==> config.mk <==
export PLATFORM = sky130hd
export DESIGN_NAME = prim_subreg_shadow
export DESIGN_NICKNAME = d
export VERILOG_FILES = /design/src/rtl/prim_subreg_pkg.sv /design/src/rtl/prim_subreg_arb.sv /design/src/rtl/prim_subreg_shadow.sv
export SDC_FILE = /design/constraint.sdc
export NUM_CORES = 1
export LEC_CHECK = 0
export BUFFER_PORTS_ARGS = -buffer_cell sky130_fd_sc_hd__buf_2
export CAP_MARGIN = 20
export CORE_MARGIN = 4
export CORE_UTILIZATION = 30
export CTS_BUF_LIST = sky130_fd_sc_hd__clkbuf_16
export CTS_CLUSTER_DIAMETER = 30
export DETAILED_ROUTE_END_ITERATION = 10
export GPL_TIMING_DRIVEN = 0
export PLACE_DENSITY = 0.59
export SKIP_CTS_REPAIR_TIMING = 1
export SYNTH_ARGS = -nofsm -noshare
export SYNTH_HDL_FRONTEND = slang
export SYNTH_SLANG_ARGS = --single-unit
==> constraint.sdc <==
create_clock -name clk_i -period 2.4 [get_ports clk_i]
set_input_delay 0.6 -clock clk_i [delete_from_list [all_inputs] [get_ports clk_i]]
set_output_delay 0.6 -clock clk_i [all_outputs]
set_load 0.03 [all_outputs]
==> src/rtl/prim_subreg_pkg.sv <==
`default_nettype none
// ============================================================================
// Module      : prim_subreg_pkg
// Description : Shared register-field types: software access modes and
//               shadow-register phase encoding.
// Revision    : 1.0
// ============================================================================
package prim_subreg_pkg;

    typedef enum logic [2:0] {
        SwAccessRW  = 3'd0,
        SwAccessRO  = 3'd1,
        SwAccessWO  = 3'd2,
        SwAccessW1C = 3'd3,
        SwAccessW1S = 3'd4,
        SwAccessW0C = 3'd5,
        SwAccessRC  = 3'd6
    } sw_access_e;

    typedef enum logic {
        ShadowIdle   = 1'b0,
        ShadowStaged = 1'b1
    } shadow_phase_e;

    // Access modes that make sense for a two-phase shadowed write.
    function automatic logic shadow_access_legal(sw_access_e acc);
        return (acc == SwAccessRW)  || (acc == SwAccessW1S) ||
               (acc == SwAccessW1C) || (acc == SwAccessW0C);
    endfunction

endpackage
`default_nettype wire

==> src/rtl/prim_subreg_arb.sv <==
`default_nettype none
// ============================================================================
// Module      : prim_subreg_arb
// Description : Combines a software write (per access mode) and a hardware
//               write into the next field value; software has priority.
// Revision    : 1.0
// ============================================================================
module prim_subreg_arb
    import prim_subreg_pkg::*;
#(
    parameter int         DW       = 32,
    parameter sw_access_e SwAccess = SwAccessRW
) (
    input  logic          we,
    input  logic [DW-1:0] wd,
    input  logic          de,
    input  logic [DW-1:0] d,
    input  logic [DW-1:0] q,
    output logic          wr_en,
    output logic [DW-1:0] wr_data
);

    logic [DW-1:0] w_sw_data;

    always_comb begin
        w_sw_data = wd;
        case (SwAccess)
            SwAccessW1S: w_sw_data = q | wd;
            SwAccessW1C: w_sw_data = q & ~wd;
            SwAccessW0C: w_sw_data = q & wd;
            default:     w_sw_data = wd;
        endcase
    end

    assign wr_en   = we | de;
    assign wr_data = we ? w_sw_data : d;

endmodule
`default_nettype wire

==> src/rtl/prim_subreg_shadow.sv <==
`default_nettype none
// ============================================================================
// Module      : prim_subreg_shadow
// Description : Shadowed register field: two matching software writes commit,
//               with optional inverted storage copy for fault detection
//               (enabled by PRIM_SUBREG_SHADOW_STORAGE_CHK_EN).
// Revision    : 1.0
// ============================================================================
module prim_subreg_shadow
    import prim_subreg_pkg::*;
#(
    parameter int            DW       = 32,
    parameter sw_access_e    SwAccess = SwAccessRW,
    parameter logic [DW-1:0] RESVAL   = '0
) (
    input  logic          clk_i,
    input  logic          rst_i,
    input  logic          re,
    input  logic          we,
    input  logic [DW-1:0] wd,
    input  logic          de,
    input  logic [DW-1:0] d,
    output logic          qe,
    output logic [DW-1:0] q,
    output logic [DW-1:0] qs,
    output logic [DW-1:0] ds,
    output logic          phase_o,
    output logic          err_update,
    output logic          err_storage
);

    generate
        if (!shadow_access_legal(SwAccess)) begin : g_illegal_access
            $error("prim_subreg_shadow: SwAccess must be RW, W1S, W1C or W0C");
        end
    endgenerate

    shadow_phase_e r_phase;
    logic [DW-1:0] r_staged;
    logic [DW-1:0] r_q;
    logic          r_qe;
    logic          r_err_update;

    logic          w_match;
    logic          w_commit;
    logic          w_wr_en;
    logic [DW-1:0] w_wr_data;

    assign w_match  = (wd == r_staged);
    assign w_commit = (r_phase == ShadowStaged) && we && w_match;

    prim_subreg_arb #(
        .DW       (DW),
        .SwAccess (SwAccess)
    ) u_arb (
        .we      (w_commit),
        .wd      (r_staged),
        .de      (de),
        .d       (d),
        .q       (r_q),
        .wr_en   (w_wr_en),
        .wr_data (w_wr_data)
    );

    // Phase sequencing; re only matters when no write is present.
    always_ff @(posedge clk_i or posedge rst_i) begin
        if (rst_i) begin
            r_phase      <= ShadowIdle;
            r_staged     <= RESVAL;
            r_qe         <= 1'b0;
            r_err_update <= 1'b0;
        end else begin
            r_qe         <= 1'b0;
            r_err_update <= 1'b0;
            case (r_phase)
                ShadowIdle: begin
                    if (we) begin
                        r_staged <= wd;
                        r_phase  <= ShadowStaged;
                    end
                end
                ShadowStaged: begin
                    if (we) begin
                        r_phase      <= ShadowIdle;
                        r_qe         <= w_match;
                        r_err_update <= ~w_match;
                    end else if (re) begin
                        r_phase <= ShadowIdle;
                    end
                end
                default: r_phase <= ShadowIdle;
            endcase
        end
    end

    always_ff @(posedge clk_i or posedge rst_i) begin
        if (rst_i) begin
            r_q <= RESVAL;
        end else if (w_wr_en) begin
            r_q <= w_wr_data;
        end
    end

`ifdef PRIM_SUBREG_SHADOW_STORAGE_CHK_EN
    logic [DW-1:0] r_shadow;

    always_ff @(posedge clk_i or posedge rst_i) begin
        if (rst_i) begin
            r_shadow <= ~RESVAL;
        end else if (w_wr_en) begin
            r_shadow <= ~w_wr_data;
        end
    end

    assign err_storage = (r_q != ~r_shadow);
`else
    assign err_storage = 1'b0;
`endif

    assign q          = r_q;
    assign qs         = r_q;
    assign ds         = r_staged;
    assign qe         = r_qe;
    assign phase_o    = (r_phase == ShadowStaged);
    assign err_update = r_err_update;

endmodule
`default_nettype wire

==> flow_summary.rst <==
.. list-table::
   :header-rows: 1

   * - Metric
     - Value
   * - Non-filler instance count after layout
     - just under 600
   * - Synthesis warning total
     - 0
   * - Arithmetic-cell share of the synthesized area counting full adders, half adders and majority gates
     - 0%
   * - Reg2reg start
     - ds[21]
   * - Register-to-register setup slack
     - roughly 180 ps
   * - Nets in the synthesized netlist
     - around 330
   * - Router iterations before antenna repair
     - 4
   * - Leak Pwr
     - between 2 and 2.5 nW
   * - Residual antenna-violating net count after detailed routing
     - 0
   * - Yosys cell types
     - 17
   * - Most common library cell in the layout ignoring fill and taps
     - buf_2
   * - Largest driver fanout on the critical path
     - 10
   * - Total non-filler cell area in the finished layout
     - approximately 4800 um2
   * - Clock Pin Slew Worst Setup and Hold Paths
     - around 60 ps
   * - Headroom to the max-slew limit
     - roughly 44%
   * - Core area
     - between 10000 and 15000 um2
   * - Number of clock buffers inserted by TritonCTS
     - 9
   * - TritonCTS Sinks
     - 67
   * - Syn Area/Cell
     - 13.4 um2
   * - Vias in the first global route
     - about 2500
   * - HPWL reported at the end of detailed placement
     - ~7000 um
   * - Global-route wire length before repair
     - between 10000 and 15000 um
   * - Required arrival time at the worst endpoint
     - ~2600 ps
   * - CTS root buffer
     - clkbuf_16
   * - Uppermost metal layer occupied by signal nets
     - met4
   * - Critical path endpoint category
     - register
   * - Routed wirelength normalized by instance count
     - about 15 um
   * - Hold Violations, Final
     - 0
   * - Simple-gate area share of the yosys netlist
     - around 3.2%
   * - N_diodes
     - 0
   * - Total number of vias
     - roughly 2500
   * - Via density per instance
     - between 4 and 5
   * - Most frequent cells in the layout
     - 166 x buf_2, 94 x mux2_2, 67 x dfrtp_1
   * - Number of buffers added on ports
     - between 150 and 200
   * - Class of the most critical hold timing path
     - in2async
   * - First DRT Iteration DRCs
     - 56
   * - Remaining DRCs
     - 0
   * - Synthesis-stage register bit count
     - 67
   * - Seq/Total Area, Yosys
     - roughly 48%
   * - Area fraction in compound gates after synthesis
     - 0%
   * - Die span in x
     - 116 um
   * - Total wire length
     - 8960 um
   * - Crit path arrival time
     - ~2400 ps
   * - Total die area
     - between 10000 and 15000 um2
   * - Transition time of the tightest slew-check pin
     - approximately 840 ps
   * - Combined area of all synthesized cells
     - around 3500 um2
   * - Post-layout net count
     - approximately 500
   * - Aggregate global routing overflow
     - 0
   * - Total of max-cap violations
     - 0
   * - Total cell area at the placement stage
     - 4480 um2
   * - Peak clock frequency supported by timing
     - ~450 MHz
   * - Largest voltage drop on the vdd net
     - between 0.3 and 0.4 mV
   * - Initial core utilization
     - between 30% and 40%
   * - Slew Limit Fails
     - 0
   * - Row count
     - 38
   * - End-of-flow core utilization
     - between 40% and 50%
   * - Aggregate negative setup slack
     - 0 ps
   * - Type of the worst setup path
     - reg2reg
   * - Area growth syn-to-layout
     - 38.8%
   * - Fraction of final layout cells with drive strength greater than 1
     - 71.8%
   * - Xor and xnor fraction of the mapped netlist area
     - between 8 and 9%
   * - Clock insertion delay at the later pin of the skew report
     - approximately 320 ps
   * - Maximum clock skew at final layout
     - 6.66 ps
   * - Run status
     - completed
   * - Routed length on met3
     - 727 um
   * - Combinational family with the most area after synthesis
     - multiplexers
   * - Detail Route met2 WL
     - about 4300 um
   * - Share of synthesized area spent on multiplexers
     - around 31%
   * - Period Utilization, post-route
     - slightly above 90%
   * - Crit path time final
     - approximately 2200 ps
   * - Antenna violations before repair
     - 0
   * - Placer congestion estimate
     - approximately 0.70
   * - Startpoint type of the worst setup path
     - register
   * - CTS Buffer Depth
     - 2
   * - TritonCTS clock tree
     - done
   * - Number of setup violations in the final report
     - 0
   * - H-tree levels
     - 3
   * - Metal-1 WL
     - roughly 3800 um
   * - Pin count of the biggest net entering global routing
     - 68
   * - Total design power
     - approximately 3.9 mW
   * - Height of the chip
     - roughly 120 um
   * - I/O pin count
     - between 150 and 200
   * - Capture point of the worst reg-to-reg path
     - q[16]
   * - Power per cell area
     - ~810 nW/um2
   * - Placed cell count
     - around 560
   * - Syn Inst Count
     - ~260
   * - Worst-case reg-to-reg path depth
     - 7
   * - Total routing resource utilization after global routing
     - between 10% and 20%
[cells by family (layout without fill, tap and decap cells)]
group                  after synthesis  in the layout
buffers and inverters               45            231
AND/OR/NAND/NOR                     17             17
other                                1              1
multiplexers                        96             96
flip-flops                          67             67
XOR/XNOR                            32             32
[worst max-delay path by stage]
| stage | startpoint | end | slack [ps] | cells after the start |
|---|---|---|---|---|
| after detailed placement | wd[23] | q[16] | -450 | 7 |
| after floorplan | rst_i | ds[0] | 120 | 1 |
| final | ds[21] | q[16] | 180 | 7 |
| after CTS | ds[11] | q[16] | -170 | 6 |
| after global routing | ds[29] | q[15] | -9 | 7 |
| after global placement | rst_i | ds[7] | -940 | 2 |
[layer usage]
layer | GRT usage (%) | up-vias
li1 | - | 1234
met1 | 17.5 | 1178
met2 | 21.6 | 105
met3 | 4.49 | 8
met4 | 3.05 | 0
met5 | 0 | -
[area by class of cell]
| class | count | area, um2 |
|---|---|---|
| Fill cell | 1063 | 6270 |
| Sequential cell | 67 | 1680 |
| Multi-Input combinational cell | 146 | 1490 |
| Timing Repair Buffer | 170 | 861 |
| Buffer | 44 | 312 |
| Clock buffer | 9 | 225 |
| Tap cell | 140 | 175 |
| Clock inverter | 7 | 61.3 |
| Inverter | 1 | 6.26 |
[cells in the mapped netlist]
| master | number | area [um2] |
|---|---|---|
| inv_1 | 1 | 3.75 |
| conb_1 | 1 | 3.75 |
| mux2_1 | 2 | 22.5 |
| mux2_2 | 94 | 1060 |
| or2_2 | 1 | 6.26 |
| nor4_1 | 8 | 50.1 |
| buf_6 | 3 | 33.8 |
| nor3_4 | 1 | 16.3 |
| xor2_1 | 32 | 280 |
| nor2b_1 | 1 | 6.26 |
| dfrtp_1 | 67 | 1680 |
| nand2_1 | 1 | 3.75 |
| clkbuf_1 | 8 | 30.0 |
| nor2_1 | 2 | 7.51 |
| buf_4 | 33 | 248 |
| nor3b_1 | 1 | 7.51 |
| nand4_1 | 2 | 12.5 |
[critical path, cell delays in order (launching register included)]
cell and delay [ps]:
dfrtp_1 410, xor2_1 150, nor4_1 420, nand4_1 240, nor3_4 220, buf_4 160
buf_6 160, mux2_2 350
[sequential cells by signal, summed over array words and instances (netlist names)]
name	count
ds	32
q	32
err_update	1
phase_o	1
qe	1
[through the flow]
stage / setup slack [ps] / hold slack, ps
floorplan: 117 / 740
global placement: -935 / 545
detailed placement: -451 / 562
CTS: -169 / 488
global route: -9.11 / 517
finish: 176 / 458
[report_power, final]
group / switching, mW / leakage [nW] / internal [mW]
Sequential: 0.152 / 0.788 / 1.29
Combinational: 0.724 / 1.41 / 0.478
Clock: 0.476 / 0.141 / 0.791
Total: 1.35 / 2.34 / 2.56
Note: power is estimated with default switching activity, not from simulation.
